### src/rtl/intr_prio_ctrl.sv
// Prioritised interrupt controller: per-bit pending capture, mask and group gating,
// fixed-priority winner selection and a valid/ready presentation FSM with a one-cycle gap.
module intr_prio_ctrl #(
  parameter  int NUM_CH    = 9,
  parameter  int NUM_GRP   = 3,
  parameter  int EDGE_MODE = 1,
  localparam int CH_W      = (NUM_CH  > 1) ? $clog2(NUM_CH)  : 1,
  localparam int GRP_W     = (NUM_GRP > 1) ? $clog2(NUM_GRP) : 1,
  localparam int N         = NUM_GRP * NUM_CH
) (
  input  logic               clk,
  input  logic               rst,
  input  logic [N-1:0]       req_i,
  input  logic [NUM_GRP-1:0] grp_en,
  input  logic               mask_wr,
  input  logic [N-1:0]       mask_data,
  output logic               irq_valid,
  input  logic               irq_ready,
  output logic [GRP_W-1:0]   irq_grp,
  output logic [CH_W-1:0]    irq_ch,
  output logic [NUM_GRP-1:0] grp_any,
  output logic [N-1:0]       pend_o
);

  localparam logic [1:0] S_IDLE    = 2'd0;
  localparam logic [1:0] S_PRESENT = 2'd1;
  localparam logic [1:0] S_GAP     = 2'd2;

  logic [N-1:0]       r_req_q;
  logic [N-1:0]       r_pend;
  logic [N-1:0]       r_mask;
  logic [1:0]         r_state;
  logic [GRP_W-1:0]   r_irq_grp;
  logic [CH_W-1:0]    r_irq_ch;
  logic [NUM_GRP-1:0] r_grp_any;

  logic [N-1:0]       w_set;
  logic [N-1:0]       w_elig;
  logic [N-1:0]       w_ack_clr;
  logic [NUM_GRP-1:0] w_grp_or;
  logic [NUM_GRP-1:0] w_grp_oh;
  logic [NUM_CH-1:0]  w_sel_ch;
  logic [NUM_CH-1:0]  w_ch_oh;
  logic [GRP_W-1:0]   w_win_grp;
  logic [CH_W-1:0]    w_win_ch;
  logic               w_accept;

  // OR-reduction chains used as priority encoders over the one-hot winners
  logic [GRP_W-1:0]   w_genc [NUM_GRP+1];
  logic [NUM_CH-1:0]  w_selc [NUM_GRP+1];
  logic [CH_W-1:0]    w_cenc [NUM_CH+1];

  if (EDGE_MODE != 0) begin : g_edge
    assign w_set = req_i & ~r_req_q;
  end else begin : g_level
    assign w_set = req_i;
  end

  assign w_accept = (r_state == S_PRESENT) && irq_ready;

  assign w_genc[0] = '0;
  assign w_selc[0] = '0;
  for (genvar g = 0; g < NUM_GRP; g++) begin : g_grp
    assign w_elig[g*NUM_CH +: NUM_CH] = r_pend[g*NUM_CH +: NUM_CH] & ~r_mask[g*NUM_CH +: NUM_CH]
                                        & {NUM_CH{grp_en[g]}};
    assign w_grp_or[g] = |w_elig[g*NUM_CH +: NUM_CH];
    assign w_genc[g+1] = w_genc[g] | ({GRP_W{w_grp_oh[g]}} & GRP_W'(g));
    assign w_selc[g+1] = w_selc[g] | ({NUM_CH{w_grp_oh[g]}} & w_elig[g*NUM_CH +: NUM_CH]);
    for (genvar c = 0; c < NUM_CH; c++) begin : g_ch
      assign w_ack_clr[g*NUM_CH + c] = w_accept && (r_irq_grp == GRP_W'(g)) && (r_irq_ch == CH_W'(c));
    end
  end

  // Lowest set bit wins at both levels: group first, then channel within that group
  assign w_grp_oh  = w_grp_or & (~w_grp_or + NUM_GRP'(1));
  assign w_win_grp = w_genc[NUM_GRP];
  assign w_sel_ch  = w_selc[NUM_GRP];
  assign w_ch_oh   = w_sel_ch & (~w_sel_ch + NUM_CH'(1));

  assign w_cenc[0] = '0;
  for (genvar c = 0; c < NUM_CH; c++) begin : g_cenc
    assign w_cenc[c+1] = w_cenc[c] | ({CH_W{w_ch_oh[c]}} & CH_W'(c));
  end
  assign w_win_ch = w_cenc[NUM_CH];

  always_ff @(posedge clk) begin
    if (rst) begin
      r_req_q   <= '0;
      r_pend    <= '0;
      r_mask    <= '1;
      r_grp_any <= '0;
    end else begin
      r_req_q   <= req_i;
      // A new set condition overrides the acknowledge clear of the same bit
      r_pend    <= w_set | (r_pend & ~w_ack_clr);
      r_grp_any <= w_grp_or;
      if (mask_wr) begin
        r_mask <= mask_data;
      end
    end
  end

  always_ff @(posedge clk) begin
    if (rst) begin
      r_state   <= S_IDLE;
      r_irq_grp <= '0;
      r_irq_ch  <= '0;
    end else begin
      case (r_state)
        S_IDLE: begin
          if (|w_elig) begin
            r_state   <= S_PRESENT;
            r_irq_grp <= w_win_grp;
            r_irq_ch  <= w_win_ch;
          end
        end
        S_PRESENT: begin
          if (irq_ready) begin
            r_state <= S_GAP;
          end
        end
        S_GAP:   r_state <= S_IDLE;
        default: r_state <= S_IDLE;
      endcase
    end
  end

  assign irq_valid = (r_state == S_PRESENT);
  assign irq_grp   = r_irq_grp;
  assign irq_ch    = r_irq_ch;
  assign grp_any   = r_grp_any;
  assign pend_o    = r_pend;

endmodule

### config.mk
export PLATFORM = sky130hd
export DESIGN_NAME = intr_prio_ctrl
export DESIGN_NICKNAME = d
export VERILOG_FILES = /design/src/rtl/intr_prio_ctrl.sv
export SDC_FILE = /design/constraint.sdc
export NUM_CORES = 1
export LEC_CHECK = 0
export CAP_MARGIN = 10
export CORE_AREA = 2 2 75 113
export CTS_BUF_LIST = sky130_fd_sc_hd__clkbuf_8
export DETAILED_ROUTE_END_ITERATION = 10
export DIE_AREA = 0 0 77 115
export PLACE_DENSITY_LB_ADDON = 0.25
export SLEW_MARGIN = 20
export SYNTH_ARGS = -nofsm -noshare
export SYNTH_HDL_FRONTEND = slang
export SYNTH_SLANG_ARGS = --single-unit
export TNS_END_PERCENT = 1
### constraint.sdc
create_clock -name clk -period 2.5 [get_ports clk]
set_input_delay 0.375 -clock clk [delete_from_list [all_inputs] [get_ports clk]]
set_output_delay 0.375 -clock clk [all_outputs]
set_load 0.1 [all_outputs]
==> results.yml, run 1 <==
drt:
  route.detailed.drc: 0
  wl_per_cell_um: 16.82
  drt-total-wl_mm: 10.46
  routed-wl-met2_mm: 5.471
  wl_met3_um: 441
  drtAntennaViolNets: 0
  drtIter0Drc: 215
  wl_met1_mm: 4.262
  top_layer: "met4"
  avgViaCountPerCell: 5.166
  dr.pass1.iters: 4
  vias: 3213
finish:
  final_nets: 574
  syn2layout_area_growth_pct: 30.65
  drive_gt1_share_pct: 15.86
  fin_util_pct: 63.26
  antennaDiodeCount: 0
  design_area_sq_um: 5002
  num-fill-cells: 733
logic_synthesis:
  synth-async-reset-ratio_pct: 0
  syn-instance-count: 410
  synth_nets: 471
  synth-seq-cells: 92
  ys_seq_area_share_pct: 48.10
  yosys_warnings: 0
  synth_area_per_cell_sq_um: 9.338
  synth_cell_types: 55
  synth_edf_count: 0
  synth.cell_area_sq_um: 3829
  synth_top_flop_cell: "dfxtp_1"
sta:
  max_slew.worst_pin.slew_ns: 0.8489
  rsz0062_at_grt: "no"
  fin_worst_skew_ns: 0.008954
  fin_ws_ns: 0.2030
  fin_tns_setup_ns: 0
  fin_crit_sh_pct: 91.88
  hold_violations: 0
  max_clock_freq_mhz: 435.4
  finalMaxSlewViolations: 0
  setup_violations: 0
  post-route-min-period_ns: 2.297
  slew_headroom_pct: 43.35
setup_path:
  crit_path_top_delay_cell: "nor4_2"
  critPathKind: "flip-flop to flip-flop"
  path_max_fanout: 9
  ff2ff_setup_slack_ns: 0.20
  cp_top_family: "simple AND/OR/NAND/NOR gates"
  rr_startpoint: "r_mask[15]"
  worstSetupStartpoint: "r_mask[15]"
  cp.arrival_ns: 2.59
  cp.required_ns: 2.80
  startpoint_type: "flip-flop"
  reg2regPathDepth: 8
  path_cells: "and2b_1 -> nor4_2 -> nand2_1 -> o21ai_1 -> nor2b_2 -> a21boi_2 -> nand2b_1 -> a21oi_1"
  r2r-end: "irq_ch[3]"
  max_stage_delay_ns: 0.47
  path_buf_inv: 0
  endpoint_kind: "flip-flop"
clock_network:
  numCtsBuffers: 9
  clk_path_buf_depth: 2
  clkLatencyLatePin_ns: 0.37
  post_cts_buffers: 0
  cts_num_sinks: 92
  cts_tree: "yes"
  htree_levels: 3
  clk_pin_slew_ns: 0.08
  cts_resized: 0
  hold_buffers: 0
  cts-root-buf: "clkbuf_8"
job:
  cap_viol_max_count: 0
pwr:
  ir_drop_mv: 0.4072
  power.leakage_nw: 2.085
  total_power_w: 0.003534
  p_per_area_nw_per_um2: 706.5
grt:
  grt_use_total_pct: 24.36
  grt_pass1_vias: 3124
  grt_overflow: 0
  grt_max_degree: 65
  antenna_found_initial: 0
  grt_pass1_wl_mm: 16.23
placed_design:
  dp_hpwl_mm: 8.042
  place_area_sq_um: 4815
  port_buffers: 97
  gp_congestion: 0.8868
  place_ws_ns: 0.04127
floorplan:
  die_area_sq_um: 8855
  fp.dieH_um: 115
  initial_core_util_pct: 48.42
  ios: 98
  num_rows: 40
  die_w_um: 77
  fp.coreArea_sq_um: 7908
min_path:
  hold_class: "flip-flop to flip-flop"
  min_from: "r_mask[12]"
  hold_end: "r_mask[12]"
  whs_path_depth: 2
status:
  status: "completed"
per-layer routing:
layer | vias up | global-route usage, %
li1 | 1619 | -
met1 | 1479 | 27.78
met2 | 100 | 44.33
met3 | 15 | 4.082
met4 | 0 | 11.43
met5 | - | 0
kinds of logic after synthesis:
kind of cell	synth area share, %
AOI/OAI and AO/OA	16.70
DFF	48.10
muxes	6.797
and+or+nand+nor	24.71
buffers and inverters	3.693
per-stage QoR:
stage / hold slack, ns / instances
2_1_floorplan: 0.4320 / 410
3_3_place_gp: 0.4515 / 607
3_5_place_dp: 0.4560 / 607
4_1_cts: 0.4776 / 622
5_1_grt: 0.5049 / 622
6_report: 0.4710 / 622
registers in the layout, indices dropped and copies added (netlist names):
name	cells
pend_o	27
r_mask	27
r_req_q	27
irq_ch	4
grp_any	3
irq_grp	2
r_state	2
tightest hold or removal path, stage by stage (launching register included):
cell     delay (ns)
dfxtp_1        0.33
mux2i_1        0.06
nand2_1        0.06
worst max-delay path by stage:
stage,endpoint,cells after the start
floorplan,irq_ch[0],8
detailed placement,irq_ch[3],8
global placement,irq_ch[2],8
finish,irq_ch[3],8
global route,irq_ch[2],8
CTS,irq_ch[3],8
layout make-up:
type / instances / area [sq um] / area share (%)
multi-input combinational: 293 / 1848 / 36.94
timing repair buffer: 109 / 963.4 / 19.26
clock buffer: 9 / 123.9 / 2.476
sequential: 92 / 1842 / 36.82
tap: 105 / 131.4 / 2.626
clock inverter: 6 / 63.81 / 1.276
inverter: 8 / 30.03 / 0.6003
power by group:
| group | internal [W] | leakage [nW] | switching [W] |
|---|---|---|---|
| clock | 0.000458 | 0.0973 | 0.000526 |
| combinational | 0.000299 | 1.22 | 0.000603 |
| sequential | 0.00157 | 0.764 | 0.0000821 |
layout by cell type (no fill, tap or decap), types with 5 or more instances in the layout:
master,count
a21oi_1,35
nor2_1,13
clkbuf_8,9
buf_4,49
clkdlybuf4s50_1,59
nand2b_1,29
and2b_1,6
nand2_1,46
o21ai_0,32
nor2b_1,42
nand3b_1,5
inv_1,9
mux2i_1,26
dfxtp_1,92
Yosys cell counts, types with 2 or more instances:
cell type	n	area, sq um
nor3_1	4	20.02
o21ai_1	3	15.01
nor4_2	2	25.02
nor2b_1	43	269.0
a32o_1	2	20.02
and4_1	2	17.52
nor2_1	13	48.80
dfxtp_1	92	1842
nand3b_1	5	37.54
clkbuf_1	11	41.29
inv_1	8	30.03
a21oi_1	35	175.2
and2b_1	6	45.04
mux2i_1	26	260.3
a221oi_1	2	17.52
clkbuf_8	4	55.05
o21ai_0	32	160.2
a31oi_1	3	18.77
a32oi_1	2	17.52
nand2b_1	29	181.4
a2bb2oi_1	2	17.52
and2b_2	2	17.52
nor2b_2	2	17.52
nand3_1	4	20.02
nand2_1	46	172.7
Note: power is estimated with default switching activity, not from simulation.
==> inputs of run 2 (changes only) <==
HOLD_SLACK_MARGIN = 0.03   (was not set)
==> results of run 2 <==
Same layout as run 1: the final DEF is identical, and so are final timing and power.
